File: config.mk
export PLATFORM = sky130hd
export DESIGN_NAME = mem_arbiter_flat
export DESIGN_NICKNAME = d
export VERILOG_FILES = /design/src/rtl/mem_arbiter_if.sv /design/src/rtl/mem_arbiter.sv /design/src/flat_wrapper.sv
export SDC_FILE = /design/constraint.sdc
export NUM_CORES = 1
export LEC_CHECK = 0
export BUFFER_PORTS_ARGS = -buffer_cell sky130_fd_sc_hd__clkbuf_2
export CAP_MARGIN = 20
export CORE_MARGIN = 3
export CORE_UTILIZATION = 43
export CTS_BUF_LIST = sky130_fd_sc_hd__clkbuf_4
export CTS_CLUSTER_SIZE = 10
export DETAILED_ROUTE_END_ITERATION = 7
export GPL_TIMING_DRIVEN = 0
export PLACE_DENSITY = 0.75
export SLEW_MARGIN = 0
export SYNTH_ARGS = -nofsm -noshare
export SYNTH_HDL_FRONTEND = slang
export SYNTH_SLANG_ARGS = --single-unit
export TNS_END_PERCENT = 50
File: constraint.sdc
create_clock -name clk -period 1.9 [get_ports clk]
set_input_delay 0.38 -clock clk [delete_from_list [all_inputs] [get_ports clk]]
set_output_delay 0.38 -clock clk [all_outputs]
set_load 0.05 [all_outputs]
File: src/rtl/mem_arbiter_if.sv
// Bus bundle between the LC-3 memory users (CPU port, debug/loader port)
// and the shared single-port RAM. The arbiter sits on the slave modport;
// whatever drives the requests and models the RAM uses the master modport.
interface mem_arbiter_if #(
  parameter int AW = 16,
  parameter int DW = 16
);
  logic          cpu_halt;
  logic          cpu_req;
  logic          cpu_we;
  logic [AW-1:0] cpu_addr;
  logic [DW-1:0] cpu_wdata;
  logic [DW-1:0] cpu_rdata;
  logic          cpu_ready;

  logic          dbg_req;
  logic          dbg_we;
  logic [AW-1:0] dbg_addr;
  logic [DW-1:0] dbg_wdata;
  logic [DW-1:0] dbg_rdata;
  logic          dbg_ack;

  logic          mem_en;
  logic          mem_we;
  logic [AW-1:0] mem_addr;
  logic [DW-1:0] mem_wdata;
  logic [DW-1:0] mem_rdata;

  modport slave (
    input  cpu_halt, cpu_req, cpu_we, cpu_addr, cpu_wdata,
    output cpu_rdata, cpu_ready,
    input  dbg_req, dbg_we, dbg_addr, dbg_wdata,
    output dbg_rdata, dbg_ack,
    output mem_en, mem_we, mem_addr, mem_wdata,
    input  mem_rdata
  );

  modport master (
    output cpu_halt, cpu_req, cpu_we, cpu_addr, cpu_wdata,
    input  cpu_rdata, cpu_ready,
    output dbg_req, dbg_we, dbg_addr, dbg_wdata,
    input  dbg_rdata, dbg_ack,
    input  mem_en, mem_we, mem_addr, mem_wdata,
    output mem_rdata
  );
endinterface

File: src/rtl/mem_arbiter.sv
// Arbiter sharing the single-port LC-3 RAM between the CPU memory port and
// the debug/program-loader port. Each access walks IDLE -> ACCESS -> WAIT ->
// RESP, so every access (read or write) has the same fixed latency.
// CPU wins by default; the loader wins while the CPU is halted.
// Optional: define MEM_ARB_STARVE_GUARD_EN to force a loader grant after
// STARVE consecutive CPU grants taken while the loader was waiting.
module mem_arbiter #(
  parameter int AW     = 16,
  parameter int DW     = 16,
  parameter int RD_LAT = 1,
  parameter int STARVE = 4
) (
  input  logic         clk,
  input  logic         rst,
  mem_arbiter_if.slave bus
);

  // Catch illegal configurations at elaboration; the counters are 3 bits wide.
  if (RD_LAT < 1 || RD_LAT > 7) begin : g_badRdLat
    $error("mem_arbiter: RD_LAT must be within 1..7");
  end
  if (STARVE < 1 || STARVE > 7) begin : g_badStarve
    $error("mem_arbiter: STARVE must be within 1..7");
  end

  localparam logic [2:0] LAT_INIT = 3'(RD_LAT);

  typedef enum logic [1:0] {
    IDLE   = 2'd0,
    ACCESS = 2'd1,
    WAIT   = 2'd2,
    RESP   = 2'd3
  } arbState_t;

  arbState_t     r_state;
  arbState_t     w_nextState;
  logic          r_owner;
  logic          r_we;
  logic [AW-1:0] r_addr;
  logic [DW-1:0] r_wdata;
  logic [DW-1:0] r_cpuRdata;
  logic [DW-1:0] r_dbgRdata;
  logic [2:0]    r_latCnt;
  logic          w_grant;
  logic          w_grantDbg;

`ifdef MEM_ARB_STARVE_GUARD_EN
  localparam logic [2:0] STARVE_LIM = 3'(STARVE);

  logic [2:0] r_starveCnt;
  logic       w_starveHit;

  assign w_starveHit = (r_starveCnt >= STARVE_LIM);

  // Count CPU grants taken while the loader waits; any loader grant or an idle loader clears it.
  always_ff @(posedge clk or negedge rst) begin
    if (!rst) begin
      r_starveCnt <= 3'd0;
    end else if (r_state == IDLE) begin
      if (!bus.dbg_req) begin
        r_starveCnt <= 3'd0;
      end else if (w_grant && w_grantDbg) begin
        r_starveCnt <= 3'd0;
      end else if (w_grant) begin
        r_starveCnt <= r_starveCnt + 3'd1;
      end
    end
  end
`endif

  // Grant decision, only acted on in IDLE: halted CPU yields, else CPU first, else loader.
  always_comb begin
    w_grant    = 1'b0;
    w_grantDbg = 1'b0;
    if (bus.cpu_halt && bus.dbg_req) begin
      w_grant    = 1'b1;
      w_grantDbg = 1'b1;
    end
`ifdef MEM_ARB_STARVE_GUARD_EN
    else if (w_starveHit && bus.dbg_req) begin
      w_grant    = 1'b1;
      w_grantDbg = 1'b1;
    end
`endif
    else if (bus.cpu_req) begin
      w_grant = 1'b1;
    end else if (bus.dbg_req) begin
      w_grant    = 1'b1;
      w_grantDbg = 1'b1;
    end
  end

  // Next-state sequencing of one access; WAIT lasts RD_LAT cycles.
  always_comb begin
    w_nextState = r_state;
    case (r_state)
      IDLE:    if (w_grant) w_nextState = ACCESS;
      ACCESS:  w_nextState = WAIT;
      WAIT:    if (r_latCnt == 3'd1) w_nextState = RESP;
      RESP:    w_nextState = IDLE;
      default: w_nextState = IDLE;
    endcase
  end

  // State register; an async reset aborts any access in flight.
  always_ff @(posedge clk or negedge rst) begin
    if (!rst) begin
      r_state <= IDLE;
    end else begin
      r_state <= w_nextState;
    end
  end

  // Latch the granted request, run the latency counter and capture read data for the owner.
  always_ff @(posedge clk or negedge rst) begin
    if (!rst) begin
      r_owner    <= 1'b0;
      r_we       <= 1'b0;
      r_addr     <= '0;
      r_wdata    <= '0;
      r_cpuRdata <= '0;
      r_dbgRdata <= '0;
      r_latCnt   <= 3'd0;
    end else begin
      case (r_state)
        IDLE: begin
          if (w_grant) begin
            r_owner <= w_grantDbg;
            r_we    <= w_grantDbg ? bus.dbg_we    : bus.cpu_we;
            r_addr  <= w_grantDbg ? bus.dbg_addr  : bus.cpu_addr;
            r_wdata <= w_grantDbg ? bus.dbg_wdata : bus.cpu_wdata;
          end
        end
        ACCESS: begin
          r_latCnt <= LAT_INIT;
        end
        WAIT: begin
          r_latCnt <= r_latCnt - 3'd1;
          if (r_latCnt == 3'd1 && !r_we) begin
            if (r_owner) begin
              r_dbgRdata <= bus.mem_rdata;
            end else begin
              r_cpuRdata <= bus.mem_rdata;
            end
          end
        end
        default: begin
        end
      endcase
    end
  end

  assign bus.mem_en    = (r_state == ACCESS);
  assign bus.mem_we    = (r_state == ACCESS) && r_we;
  assign bus.mem_addr  = r_addr;
  assign bus.mem_wdata = r_wdata;
  assign bus.cpu_ready = (r_state == RESP) && !r_owner;
  assign bus.dbg_ack   = (r_state == RESP) && r_owner;
  assign bus.cpu_rdata = r_cpuRdata;
  assign bus.dbg_rdata = r_dbgRdata;

endmodule
File: src/flat_wrapper.sv
// flat-port wrapper written by rule: the top's interface ports become plain ports
module mem_arbiter_flat 
#(
  parameter int AW     = 16,
  parameter int DW     = 16,
  parameter int RD_LAT = 1,
  parameter int STARVE = 4
)
  (clk, rst, bus_cpu_halt, bus_cpu_req, bus_cpu_we, bus_cpu_addr, bus_cpu_wdata, bus_cpu_rdata, bus_cpu_ready, bus_dbg_req, bus_dbg_we, bus_dbg_addr, bus_dbg_wdata, bus_dbg_rdata, bus_dbg_ack, bus_mem_en, bus_mem_we, bus_mem_addr, bus_mem_wdata, bus_mem_rdata);
  mem_arbiter_if #(.AW(AW), .DW(DW)) bus_i ();
  input  logic clk;
  input  logic rst;
  input wire logic [$bits(bus_i.cpu_halt)-1:0] bus_cpu_halt;
  input wire logic [$bits(bus_i.cpu_req)-1:0] bus_cpu_req;
  input wire logic [$bits(bus_i.cpu_we)-1:0] bus_cpu_we;
  input wire logic [$bits(bus_i.cpu_addr)-1:0] bus_cpu_addr;
  input wire logic [$bits(bus_i.cpu_wdata)-1:0] bus_cpu_wdata;
  output wire logic [$bits(bus_i.cpu_rdata)-1:0] bus_cpu_rdata;
  output wire logic [$bits(bus_i.cpu_ready)-1:0] bus_cpu_ready;
  input wire logic [$bits(bus_i.dbg_req)-1:0] bus_dbg_req;
  input wire logic [$bits(bus_i.dbg_we)-1:0] bus_dbg_we;
  input wire logic [$bits(bus_i.dbg_addr)-1:0] bus_dbg_addr;
  input wire logic [$bits(bus_i.dbg_wdata)-1:0] bus_dbg_wdata;
  output wire logic [$bits(bus_i.dbg_rdata)-1:0] bus_dbg_rdata;
  output wire logic [$bits(bus_i.dbg_ack)-1:0] bus_dbg_ack;
  output wire logic [$bits(bus_i.mem_en)-1:0] bus_mem_en;
  output wire logic [$bits(bus_i.mem_we)-1:0] bus_mem_we;
  output wire logic [$bits(bus_i.mem_addr)-1:0] bus_mem_addr;
  output wire logic [$bits(bus_i.mem_wdata)-1:0] bus_mem_wdata;
  input wire logic [$bits(bus_i.mem_rdata)-1:0] bus_mem_rdata;
  assign bus_i.cpu_halt = bus_cpu_halt;
  assign bus_i.cpu_req = bus_cpu_req;
  assign bus_i.cpu_we = bus_cpu_we;
  assign bus_i.cpu_addr = bus_cpu_addr;
  assign bus_i.cpu_wdata = bus_cpu_wdata;
  assign bus_cpu_rdata = bus_i.cpu_rdata;
  assign bus_cpu_ready = bus_i.cpu_ready;
  assign bus_i.dbg_req = bus_dbg_req;
  assign bus_i.dbg_we = bus_dbg_we;
  assign bus_i.dbg_addr = bus_dbg_addr;
  assign bus_i.dbg_wdata = bus_dbg_wdata;
  assign bus_dbg_rdata = bus_i.dbg_rdata;
  assign bus_dbg_ack = bus_i.dbg_ack;
  assign bus_mem_en = bus_i.mem_en;
  assign bus_mem_we = bus_i.mem_we;
  assign bus_mem_addr = bus_i.mem_addr;
  assign bus_mem_wdata = bus_i.mem_wdata;
  assign bus_i.mem_rdata = bus_mem_rdata;
  mem_arbiter #(.AW(AW), .DW(DW), .RD_LAT(RD_LAT), .STARVE(STARVE)) u_core (.clk(clk), .rst(rst), .bus(bus_i));
endmodule
### Word level (Yosys, flattened, before mapping)

Cells that the tools add are included.

| operators by class | value |
|---|---|
| add/sub/neg operators | 1 |
| equal/unequal tests | 6 |
| muxes and demuxes | 12 |
| bitwise gates (word level) | 1 |
| reduce and logical (&&, ||, !) cells | 13 |

Operators with widths:

| operator | count |
|---|---|
| 16-bit 2-to-1 mux | 2 |
| 2-bit one-hot mux with 4 select lines | 1 |
| 1-bit 2-to-1 mux | 6 |
| 3-bit one-hot mux with 2 select lines | 1 |
| 3-bit AND reduction | 2 |
| 1-bit logical AND | 5 |
| 2-bit equality test (second input constant) | 2 |
| 2-bit 2-to-1 mux | 2 |
| 2-bit by 1-bit != test with 1-bit output (second input constant) | 2 |
| 2-bit AND reduction | 2 |
| 3-bit by 1-bit equality test with 1-bit output (second input constant) | 1 |
| 3-bit by 1-bit subtractor with 3-bit output (second input constant) | 1 |
| 2-bit by 1-bit equality test with 1-bit output (second input constant) | 1 |
| 1-bit zero test | 2 |
| 2-bit zero test | 1 |
| 2-bit nonzero test | 1 |
| 1-bit inverter | 1 |

| storage, ports and cells | value |
|---|---|
| register bits | 71 |
| bits of input ports | 87 |
| output and inout bits | 68 |
| word-level logic and storage cells | 41 |

### Depth between registers and ports, before layout

| depth | value |
|---|---|
| word-level depth | 5 |
| gate-level depth with buffers | 7 |
| depth with buffers taken out | 5 |

### Worst setup path before layout

Ideal clock, no wire load.

| timing path | value |
|---|---|
| path type | register to output |
| start point | reg u_core.r_state[1] |
| end point | out bus_mem_we |
| data arrival time | 1426 ps |
| data required time | 1520 ps |
| setup slack | 94 ps |
| cell stages (with the launch flop) | 4 |
| path buffers | 0 |
| cells stage by stage | dfrtp_1 inv_1 ha_1 and2_1 |

| between the ends | value |
|---|---|
| word-level cells in the longest chain between the ends | 2 |

Ends and longest elaborated chain:

| what | line | text |
|---|---|---|
| start, declared | mem_arbiter.sv:35 | `arbState_t r_state;` |
| start signal, assigned | mem_arbiter.sv:110 | `r_state <= w_nextState;` |
| 2-bit by 1-bit equality test with 1-bit output | - |  |
| net bus_mem_en | flat_wrapper.sv:26 | `output wire logic [$bits(bus_i.mem_en)-1:0] bus_mem_en;` |
| 1-bit logical AND | mem_arbiter.sv:154 | `assign bus.mem_we = (r_state == ACCESS) && r_we;` |
| end, declared | flat_wrapper.sv:27 | `output wire logic [$bits(bus_i.mem_we)-1:0] bus_mem_we;` |

The timed path passes the listed nets, and every way through them passes these cells.

### Worst setup path after layout

| timing path | value |
|---|---|
| start point | reg u_core.r_state[0] |
| end point | reg u_core.r_cpuRdata[6], in the netlist u_core.bus.cpu_rdata[6] |

| between the ends | value |
|---|---|
| word-level cells in the longest chain between the ends | 2 |

Ends and longest elaborated chain:

| what | line | text |
|---|---|---|
| 2-bit equality test | mem_arbiter.sv:125 | `case (r_state)` |
| 3-bit AND reduction (no line) | - |  |
| end signal, assigned | mem_arbiter.sv:143 | `r_cpuRdata <= bus.mem_rdata;` |
| end, declared | mem_arbiter.sv:41 | `logic [DW-1:0] r_cpuRdata;` |

No other way between the ends.
A chain may end at the register's enable or synchronous reset.

==> flow_summary.toml <==
[timing]
tightest_slew_ns = 0.545
fin_crit_sh = 0.964
hold_viol_final = 0
holdWs_ns = 0.200
setup_violations = 0
rsz0062_at_grt = "yes"
fmax_mhz = 546
min_period_ns = 1.83
fin_worst_skew_ns = 0.0209
relSlewSlack = 0.637
drv_slew = 0

[placement]
dpl_cell_area_mm2 = 0.00415
gp_congestion = 0.842
io_buffers = 153
post-dp-hpwl_mm = 6.55

[global_route]
grt-ovfl-total = 0
antenna_found_initial = 0
grt_pass1_vias = 2796
grtUsageTotal = 0.200
grt_pass1_wl_mm = 13.6
grt_max_degree = 39

[synthesis]
netlist.area_leader.share = 0.548
synth_commonest_cells = "dfrtp_1, o21ai_0, nand3_1"
yosysWarnings = 0
yosysUniqueCellTypes = 25
ys.flop_type = "dfrtp_1"
syn_area_mm2 = 0.00324
yosysMostFrequentCell = "dfrtp_1"
synth_edf_count = 0
syn_nets = 388
yosysSeqAreaShare = 0.548
ys_seq_elements = 71
syn_avg_cell_area_um2 = 11.0
yosys.area.top_type = "dfrtp_1"
synthCells = 295
yosys-top-cells-area = "dfrtp_1, mux2_2, a31oi_1, o21ai_0, nand3_1"
async_flop_share = 1.00

[critical_path]
cp_slowest_cell = "dfrtp_1"
crit_type = "register to register"
worstPathRequired_ns = 2.18
cp_cell_sequence = "inv_2 > ha_4 > and4bb_4 > and2_4 > buf_8 > buf_12 > mux2_4"
cp-start-kind = "register"
worstPathMaxFanout = 10
cp_slowest_stage_delay_ns = 0.44
crit_buf_inv = 3
cp_data_arrival_time_ns = 2.11
end_kind = "register"
crit_family = "flip-flops"

[run_status]
status = "finished clean"

[floorplanning]
die_x_um = 92.8
die_area_mm2 = 0.00861
die_h_um = 92.8
row_count = 31
core-area_mm2 = 0.00729
start_util = 0.444
ios = 155

[finish]
fin_nets = 554
drive_gt1_frac = 0.472
diodes = 0
syn2layout_area_growth_pct = 34.2
stdcell_area_mm2 = 0.00435
fillers = 663

[drt]
drcViolationCount = 0
drt_iter0_markers = 123
totalWireLength_mm = 8.50
detail-route-antenna-nets = 0
viasPerCell = 5.06
detail_route.wl_per_cell_um = 15.0
vias = 2857
drt_pass1_iterations = 4

[clocking]
clk_latency_ns = 0.40
cts.sinks = 71
cts_root_buf = "clkbuf_4"
cts_tree = "done"
cts_max_path_buffers = 2
cts_buffers = 9
htreeDepth = 3
path_clk_slew_ns = 0.13

[hold_path]
holdCritPathClass = "primary input to register"

[flow_run]
max_cap_violations = 0

[pwr]
power.leakage_nw = 2.11
vdd_drop_max_mv = 0.928
power_density_mw_per_mm2 = 2080
finalPower_mw = 9.04
## logic make-up after synthesis
family	count (synthesis)	synth area share
buf+inv	31	0.0491
compound gates	74	0.132
flops	71	0.548
fa+ha+maj	6	0.0232
mux	33	0.126
simple gates	80	0.121
## path summary, 6_finish.rpt
| path | startpoint | end | slack, ns | cells after the start |
|---|---|---|---|---|
| min in group asynchronous | rst | u_core.bus.mem_wdata[3] | 0.50 | 2 |
| max | u_core.r_state[0] | u_core.bus.cpu_rdata[6] | 0.07 | 7 |
| max reg2reg | u_core.r_state[0] | u_core.bus.cpu_rdata[6] | 0.07 | 7 |
| max in group asynchronous | rst | u_core.r_state[1] | 0.79 | 3 |
| min reg2reg | u_core.bus.dbg_rdata[5] | u_core.bus.dbg_rdata[5] | 0.52 | 1 |
| min | bus_dbg_wdata[3] | u_core.bus.mem_wdata[3] | 0.20 | 3 |
## worst register-to-register path, stage by stage (launching register included)
cell	delay, ns
dfrtp_1	0.44
inv_2	0.11
ha_4	0.17
and4bb_4	0.27
and2_4	0.15
buf_8	0.12
buf_12	0.15
mux2_4	0.31
## cells in the final DEF, fill, tap and decap left out, types with 2 or more instances in the layout
| master | n |
|---|---|
| inv_1 | 6 |
| clkbuf_1 | 14 |
| buf_12 | 2 |
| nor2b_1 | 2 |
| a31oi_1 | 33 |
| nand3b_1 | 2 |
| clkbuf_2 | 150 |
| buf_6 | 2 |
| ha_1 | 5 |
| dfrtp_1 | 70 |
| nand3_1 | 35 |
| nand2b_1 | 2 |
| buf_2 | 8 |
| clkinv_4 | 2 |
| clkinv_2 | 2 |
| mux2_2 | 23 |
| o21ai_0 | 36 |
| and2_1 | 2 |
| bufinv_16 | 2 |
| mux2_4 | 10 |
| o21a_1 | 2 |
| clkbuf_4 | 10 |
| nor2_1 | 34 |
## cell type report
type	count	area, um2	share of cell area
plain buffers	24	134	0.0308
clock buffers	9	67.6	0.0155
clock inverters	7	96.3	0.0222
inverters	7	26.3	0.00604
multi-input cells	193	1320	0.303
flip-flops and latches	71	1780	0.409
well taps	99	124	0.0285
repair buffers	155	805	0.185
## state kept, by name (all words and copies together), names as in the netlist
name                  count
u_core.bus.mem_wdata     16
u_core.r_we               1
u_core.r_owner            1
u_core.bus.mem_addr      16
u_core.r_latCnt           3
u_core.bus.cpu_rdata     16
u_core.bus.dbg_rdata     16
u_core.r_state            2
## metal layers
metal	GRT usage	part of all wire	vias up	wire, um
met5	0	0	-	0
met1	0.261	0.43	1313	3640
met2	0.319	0.47	144	3960
met4	0.0672	0.010	0	85
met3	0.0601	0.096	8	813
li1	-	-	1392	-
## per-stage QoR
step / TNS (ns) / utilization / setup slack [ns] / instances
6_report: 0 / 0.596 / 0.0693 / 565
5_1_grt: -0.0872 / 0.596 / -0.0322 / 565
4_1_cts: 0 / 0.594 / 0.00905 / 565
3_5_place_dp: -0.119 / 0.569 / -0.0224 / 548
3_3_place_gp: -5.37 / 0.566 / -0.0789 / 547
2_1_floorplan: 0 / - / 0.0939 / 295
## what timing repair did
| action | 4_1_cts | 5_1_grt |
|---|---|---|
| gates resized for setup | 2 | 9 |
| hold endpoints to repair | 33 | 0 |
| setup buffers | 0 | 0 |
| setup endpoints to repair | 11 | 13 |
| hold buffers | 1 | 0 |
## power by group
group          total, mW  switching [mW]  internal [mW]  leakage, nW
sequential          2.71           0.440           2.28        0.819
clock               1.08           0.538          0.539       0.0903
combinational       5.25            3.77           1.48         1.20
(Power assumes the default switching activity.)
